==> config.mk <==
export PLATFORM = sky130hd
export DESIGN_NAME = mcs4_axi_loader
export DESIGN_NICKNAME = d
export VERILOG_FILES = /design/src/rtl/mcs4_axi_pkg.sv /design/src/rtl/mcs4_axi_loader.sv
export SDC_FILE = /design/constraint.sdc
export NUM_CORES = 1
export LEC_CHECK = 0
export BUFFER_PORTS_ARGS = -buffer_cell sky130_fd_sc_hd__buf_4
export CAP_MARGIN = 25
export CORE_MARGIN = 4
export CORE_UTILIZATION = 36
export CTS_CLUSTER_DIAMETER = 100
export DETAILED_ROUTE_END_ITERATION = 12
export GPL_ROUTABILITY_DRIVEN = 0
export PLACE_DENSITY = 0.87
export SYNTH_ARGS = -nofsm -noshare
export SYNTH_HDL_FRONTEND = slang
export SYNTH_SLANG_ARGS = --single-unit
==> constraint.sdc <==
create_clock -name clk -period 2.5 [get_ports clk]
set_input_delay 0.125 -clock clk [delete_from_list [all_inputs] [get_ports clk]]
set_output_delay 0.125 -clock clk [all_outputs]
set_load 0.1 [all_outputs]
==> src/rtl/mcs4_axi_pkg.sv <==
// Shared types and constants for the mcs4 AXI4 loader (command-driven burst master).
package mcs4_axi_pkg;

    localparam int MCS4_AXI_ADDR_W = 14;
    localparam int MCS4_AXI_DATA_W = 32;

    localparam logic [1:0] AXI_RESP_OKAY   = 2'b00;
    localparam logic [1:0] AXI_RESP_SLVERR = 2'b10;
    localparam logic [1:0] AXI_RESP_DECERR = 2'b11;

    typedef enum logic [2:0] {
        ST_IDLE = 3'd0,
        ST_AW   = 3'd1,
        ST_W    = 3'd2,
        ST_B    = 3'd3,
        ST_AR   = 3'd4,
        ST_R    = 3'd5
    } loader_state_e;

endpackage

==> src/rtl/mcs4_axi_loader.sv <==
// Command-driven AXI4 INCR burst master feeding the mcs4_sys slave port.
// Define MCS4_AXI_LOADER_BRESP_EN to wait for and check the B channel on writes.
module mcs4_axi_loader
    import mcs4_axi_pkg::*;
#(
    parameter int ADDR_W = MCS4_AXI_ADDR_W,
    parameter int DATA_W = MCS4_AXI_DATA_W
) (
    input  logic              clk,
    input  logic              rst,

    input  logic              cmd_valid,
    output logic              cmd_ready,
    input  logic              cmd_write,
    input  logic [ADDR_W-1:0] cmd_addr,
    input  logic [7:0]        cmd_len,

    input  logic [DATA_W-1:0] wr_data,
    input  logic              wr_valid,
    output logic              wr_ready,

    output logic [DATA_W-1:0] rd_data,
    output logic              rd_last,
    output logic              rd_valid,
    input  logic              rd_ready,

    output logic              done,
    output logic              cmd_err,
    output logic              err,

    output logic [ADDR_W-1:0] m_axi_awaddr,
    output logic [7:0]        m_axi_awlen,
    output logic              m_axi_awvalid,
    input  logic              m_axi_awready,

    output logic [DATA_W-1:0] m_axi_wdata,
    output logic [3:0]        m_axi_wstrb,
    output logic              m_axi_wlast,
    output logic              m_axi_wvalid,
    input  logic              m_axi_wready,

    input  logic [1:0]        m_axi_bresp,
    input  logic              m_axi_bvalid,
    output logic              m_axi_bready,

    output logic [ADDR_W-1:0] m_axi_araddr,
    output logic [7:0]        m_axi_arlen,
    output logic              m_axi_arvalid,
    input  logic              m_axi_arready,

    input  logic [DATA_W-1:0] m_axi_rdata,
    input  logic [1:0]        m_axi_rresp,
    input  logic              m_axi_rlast,
    input  logic              m_axi_rvalid,
    output logic              m_axi_rready,

    output logic [2:0]        o_dbg_state
);

    generate
        if (DATA_W != 32) begin : g_bad_data_w
            $error("mcs4_axi_loader: DATA_W must be 32");
        end
    endgenerate

    // Handshake rule on every channel: a transfer happens on a rising clk edge
    // where valid and ready are both high; a raised valid is held until its ready.

    // (len+1)*4 needs up to 11 bits on top of the address width.
    localparam int SUM_W = ADDR_W + 11;
    localparam logic [SUM_W-1:0] ADDR_LIMIT = SUM_W'(1) << ADDR_W;

    loader_state_e     r_state;
    loader_state_e     w_next_state;
    logic [ADDR_W-1:0] r_addr;
    logic [7:0]        r_len;
    logic [7:0]        r_beat_cnt;
    logic              r_done;
    logic              r_cmd_err;
    logic              r_err;

    logic [ADDR_W-1:0] w_start_addr;
    logic [SUM_W-1:0]  w_end_addr;
    logic              w_range_bad;
    logic              w_cmd_hs;
    logic              w_aw_hs;
    logic              w_w_hs;
    logic              w_ar_hs;
    logic              w_r_hs;
    logic              w_last_beat;

    assign w_start_addr = {cmd_addr[ADDR_W-1:2], 2'b00};
    assign w_end_addr   = SUM_W'(w_start_addr) + ((SUM_W'(cmd_len) + SUM_W'(1)) << 2);
    assign w_range_bad  = (w_end_addr > ADDR_LIMIT);

    assign cmd_ready   = (r_state == ST_IDLE) && !rst;
    assign w_cmd_hs    = cmd_valid && cmd_ready;
    assign w_last_beat = (r_beat_cnt == r_len);

    // Handshakes are built from state and raw inputs so they never loop back
    // through the gated outputs produced below.
    assign w_aw_hs = (r_state == ST_AW) && m_axi_awready;
    assign w_w_hs  = (r_state == ST_W)  && wr_valid && m_axi_wready;
    assign w_ar_hs = (r_state == ST_AR) && m_axi_arready;
    assign w_r_hs  = (r_state == ST_R)  && m_axi_rvalid && rd_ready;

    assign m_axi_awaddr = r_addr;
    assign m_axi_awlen  = r_len;
    assign m_axi_araddr = r_addr;
    assign m_axi_arlen  = r_len;
    assign m_axi_wdata  = wr_data;
    assign m_axi_wstrb  = 4'hF;
    assign rd_data      = m_axi_rdata;

    assign done        = r_done;
    assign cmd_err     = r_cmd_err;
    assign err         = r_err;
    assign o_dbg_state = r_state;

`ifdef MCS4_AXI_LOADER_BRESP_EN
    logic w_b_hs;
    logic w_unused;
    assign w_b_hs       = (r_state == ST_B) && m_axi_bvalid;
    assign m_axi_bready = (r_state == ST_B);
    assign w_unused     = ^cmd_addr[1:0];
`else
    // The system tie-off never drives B, so the response is accepted and ignored.
    logic w_unused;
    assign m_axi_bready = 1'b1;
    assign w_unused     = ^{cmd_addr[1:0], m_axi_bvalid, m_axi_bresp};
`endif

    always_comb begin
        w_next_state  = r_state;
        m_axi_awvalid = 1'b0;
        m_axi_wvalid  = 1'b0;
        m_axi_wlast   = 1'b0;
        wr_ready      = 1'b0;
        m_axi_arvalid = 1'b0;
        rd_valid      = 1'b0;
        rd_last       = 1'b0;
        m_axi_rready  = 1'b0;

        case (r_state)
            ST_IDLE: begin
                if (w_cmd_hs && !w_range_bad) begin
                    w_next_state = cmd_write ? ST_AW : ST_AR;
                end
            end
            ST_AW: begin
                m_axi_awvalid = 1'b1;
                if (w_aw_hs) begin
                    w_next_state = ST_W;
                end
            end
            ST_W: begin
                m_axi_wvalid = wr_valid;
                wr_ready     = m_axi_wready;
                m_axi_wlast  = w_last_beat;
                if (w_w_hs && w_last_beat) begin
`ifdef MCS4_AXI_LOADER_BRESP_EN
                    w_next_state = ST_B;
`else
                    w_next_state = ST_IDLE;
`endif
                end
            end
`ifdef MCS4_AXI_LOADER_BRESP_EN
            ST_B: begin
                if (w_b_hs) begin
                    w_next_state = ST_IDLE;
                end
            end
`endif
            ST_AR: begin
                m_axi_arvalid = 1'b1;
                if (w_ar_hs) begin
                    w_next_state = ST_R;
                end
            end
            ST_R: begin
                rd_valid     = m_axi_rvalid;
                m_axi_rready = rd_ready;
                rd_last      = w_last_beat;
                // Completion follows the local count, not the slave's RLAST.
                if (w_r_hs && w_last_beat) begin
                    w_next_state = ST_IDLE;
                end
            end
            default: begin
                w_next_state = ST_IDLE;
            end
        endcase
    end

    always_ff @(posedge clk) begin
        if (rst) begin
            r_state    <= ST_IDLE;
            r_addr     <= '0;
            r_len      <= '0;
            r_beat_cnt <= '0;
            r_done     <= 1'b0;
            r_cmd_err  <= 1'b0;
            r_err      <= 1'b0;
        end else begin
            r_state   <= w_next_state;
            r_done    <= 1'b0;
            r_cmd_err <= 1'b0;

            if (w_cmd_hs) begin
                r_addr     <= w_start_addr;
                r_len      <= cmd_len;
                r_beat_cnt <= '0;
                r_cmd_err  <= w_range_bad;
            end

            if (w_w_hs || w_r_hs) begin
                r_beat_cnt <= r_beat_cnt + 8'd1;
            end

            if (w_r_hs) begin
                if ((m_axi_rresp != AXI_RESP_OKAY) || (m_axi_rlast != w_last_beat)) begin
                    r_err <= 1'b1;
                end
                if (w_last_beat) begin
                    r_done <= 1'b1;
                end
            end

`ifdef MCS4_AXI_LOADER_BRESP_EN
            if (w_b_hs) begin
                r_done <= 1'b1;
                if (m_axi_bresp != AXI_RESP_OKAY) begin
                    r_err <= 1'b1;
                end
            end
`else
            if (w_w_hs && w_last_beat) begin
                r_done <= 1'b1;
            end
`endif
        end
    end

endmodule

==> summary.md <==
| Metric | Value |
|---|---|
| Status | `completed` |
| Chip width | `97.25 um` |
| Filler instances | `780` |
| Crit share post-route | `96.04%` |
| Register area | `689.4 um^2` |
| Hold_sp | `cmd_write` |
| Ys Warns | `0` |
| Placed Area | `3110 um^2` |
| DRC viols | `0` |
| Largest net degree at the start of global routing | `24` |
| Cell area after synthesis | `2868 um^2` |
| Number of synthesized register bits | `34` |
| # placed instances | `475` |
| Commonest non-fill, non-tap cells in the layout | `106 x buf_4, 48 x nand2_1, 31 x dfxtp_1` |
| LEAKAGE | `1.591 nW` |
| Worst hold path endpoint | `o_dbg_state[2]` |
| Worst Path Class, Setup | `input port to register` |
| Hold depth | `2` |
| Critical Path RT | `2.67 ns` |
| Adder-Cell Fraction of Synth Area | `6.370%` |
| Yosys cell types | `53` |
| Final non-filler cell area | `3202 um^2` |
| Fmax | `416.5 MHz` |
| Die area | `9458 um^2` |
| Seq/Total Area, Yosys | `23.73%` |
| Core footprint | `7727 um^2` |
| Root Buffer | `clkbuf_8` |
| Final antenna-violating net count | `0` |
| N_diodes | `0` |
| EDFF count, synth | `0` |
| Slew @ Worst Pin | `0.6823 ns` |
| Synth top area share | `24.35%` |
| I/O pin total | `230` |
| Layout cells sized above 1 | `36.22%` |
| CTS Sinks | `34` |
| Minimum clock period | `2.401 ns` |
| Worst reg2reg path depth | `6` |
| Reg2reg start | `m_axi_arlen[5]` |
| Fin. Hold Viols | `0` |
| Setup slack, reg-to-reg | `0.46 ns` |
| CP delay by family, top | `compound AO/OA/AOI/OAI gates` |
| Post-synthesis mux area share | `0.3490%` |
| MaxCap Viol Count | `0` |
| Most used DFF post-synth | `dfxtp_1` |
| Post-synthesis simple-gate area fraction | `24.43%` |
| Top area cells in the synthesized netlist | `buf_4 24%, dfxtp_1 24%, nand2_1 6.4%, ha_1 5.7%, nand3_1 5.2%` |
| Multi-input logic area | `1488 um^2` |
| VDD IR max | `0.2602 mV` |
| Setup slack after layout | `0.09901 ns` |
| HP Class | `input port to register` |
| Synth area leader | `buf_4` |
| Crit end category | `register` |
| # port buffers | `87` |
| Worst flop-to-flop path endpoint | `o_dbg_state[1]` |
| Post-synthesis cell count | `364` |
| Dpl hpwl | `6126 um` |
| Wire per inst | `15.57 um` |
| Worst Path Arrival | `2.57 ns` |
| NumNets Final | `496` |
| Commonest non-fill, non-tap cell in the layout | `buf_4` |
| Hold_buf cts | `0` |
| Fin. max-slew vios | `0` |
| Die height | `97.25 um` |
| RSZ-0062 raised after global routing | `no` |
| Avg Cell Area, Syn | `7.878 um^2` |
| Global route total overflow | `0` |
| P per Cell Area | `724.9 nW/um^2` |
| Drt total wl | `7519 um` |
| Crit path launch type | `input port` |
| Postcts setup bufs | `0` |
| CTS resizes | `0` |
| Vias in the first global route | `2395` |
| Pre-antenna DRT Iters | `5` |
| Clock transition at the registers of the reported paths | `0.08 ns` |
| Number of setup violations in the final report | `0` |
| CTS tree | `done` |
| Pre-CTS WS | `-0.2934 ns` |
| Initial antenna violation count | `0` |
| Async set-reset flop share out of synthesis | `0%` |
| Slowest CP cell | `ha_2` |
| Compound-Gate Fraction of Synth Area | `12.22%` |
| Clock skew | `0.01167 ns` |
| Row count | `32` |
| Buf/Inv on CP | `1` |
| GRT Total Usage | `15.30%` |
| Critical-path cell list | `buf_4, and3_1, nand3_1, or2_2, xnor2_1, ha_2, a21o_1, a22oi_1, o2111ai_1, a2111oi_2, a31oi_2, and2_1` |
| Crit Path Max Fanout | `8` |
| Cell Count, Final, Fillers Out | `483` |
| Htree depth | `2` |
| Maximum root-to-sink buffer count | `2` |
| Via Count | `2461` |
| Worst-skew pair later-pin latency | `0.29 ns` |
| Post-synthesis xor/xnor area fraction | `5.803%` |
| Starting Density | `37.11%` |
| Worst path max stage delay | `0.36 ns` |
| CTS Buf Count | `5` |
| Relative slew slack | `54.46%` |
| Area grow syn2layout | `11.65%` |
| Number of DRC markers in iteration 0 | `137` |
| First-pass GRT wire length | `11970 um` |
| Largest family of logic cells by synthesized area | `buffers and inverters` |
| Drt via density | `5.095` |
-- metal layers --
| metal | track usage [%] | vias up | wire (um) |
|---|---|---|---|
| met5 | 0 | - | 0 |
| met4 | 9.478 | 0 | 414 |
| met3 | 3.661 | 45 | 663 |
| met2 | 25.37 | 125 | 3563 |
| met1 | 17.70 | 1131 | 2878 |
| li1 | - | 1160 | - |
-- power by group --
group,internal (mW),switching [mW]
sequential,0.588,0.0640
clock,0.193,0.193
combinational,0.303,0.981
-- cells in the mapped netlist (2+ instances only) --
master / count
a211oi_1: 3
a21o_1: 4
a21oi_1: 13
a31oi_1: 3
and2_1: 4
and3_1: 7
buf_2: 3
buf_4: 93
clkbuf_1: 6
conb_1: 2
dfxtp_1: 34
ha_1: 13
inv_1: 5
nand2_1: 49
nand3_1: 30
nand3b_1: 5
nand4_1: 2
nor2_1: 19
nor2b_1: 3
nor3_1: 4
nor4_2: 2
o2111ai_1: 2
o211ai_1: 2
o21a_1: 3
o21ai_0: 8
xnor2_1: 6
xor2_1: 13
-- logic make-up (layout without fill, tap and decap cells) --
group,after synthesis,count (layout)
and+or+nand+nor,136,136
buffers and inverters,109,119
AOI/OAI and AO/OA,49,49
DFF,34,34
xor gates and xnor gates,19,19
adders and majority gates,14,14
other,2,9
muxes,1,1
-- worst register-to-register path: cells and delay by family, from the launching register on --
| family | cells | cell delay [ns] |
|---|---|---|
| flip-flops | 1 | 0.36 |
| XOR/XNOR | 1 | 0.18 |
| AND/OR/NAND/NOR | 3 | 0.90 |
| AO/OA/AOI/OAI | 2 | 0.50 |
-- through the flow --
stage | setup TNS [ns] | hold WS [ns] | power, mW | util, %
finish | 0 | 0.02261 | 2.321 | 41.43
global route | 0 | 0.02185 | 2.414 | 41.43
CTS | 0 | 0.01301 | 2.336 | 41.32
detailed placement | -0.7489 | 0.2507 | 1.945 | 40.25
global placement | -0.2954 | 0.2507 | 1.925 | 40.25
floorplan | 0 | 0.2043 | 2.191 | -
-- registers in the layout, summed over array words and instances, names as in the netlist --
name	cells
m_axi_arlen	8
done	1
r_beat_cnt	8
o_dbg_state	3
err	1
m_axi_araddr	12
cmd_err	1
-- cell type report --
cell class | instances | area share [%]
Clock buffer | 6 | 2.267
Multi-Input combinational cell | 228 | 46.46
Timing Repair Buffer | 106 | 24.85
Sequential cell | 34 | 21.53
Tap cell | 102 | 3.986
Clock inverter | 2 | 0.3126
Inverter | 5 | 0.5862
-- worst max-delay path by stage --
stage               endpoint  cells after the start  slack (ns)      startpoint
2_1_floorplan  r_beat_cnt[2]                      7        0.01  o_dbg_state[1]
6_report             cmd_err                     12         0.1      cmd_len[1]
3_3_place_gp         cmd_err                     12       -0.14      cmd_len[1]
5_1_grt              cmd_err                     12        0.01      cmd_len[1]
4_1_cts              cmd_err                     12       0.009      cmd_len[1]
3_5_place_dp         cmd_err                     12       -0.29      cmd_len[1]
(Power assumes the default switching activity.)
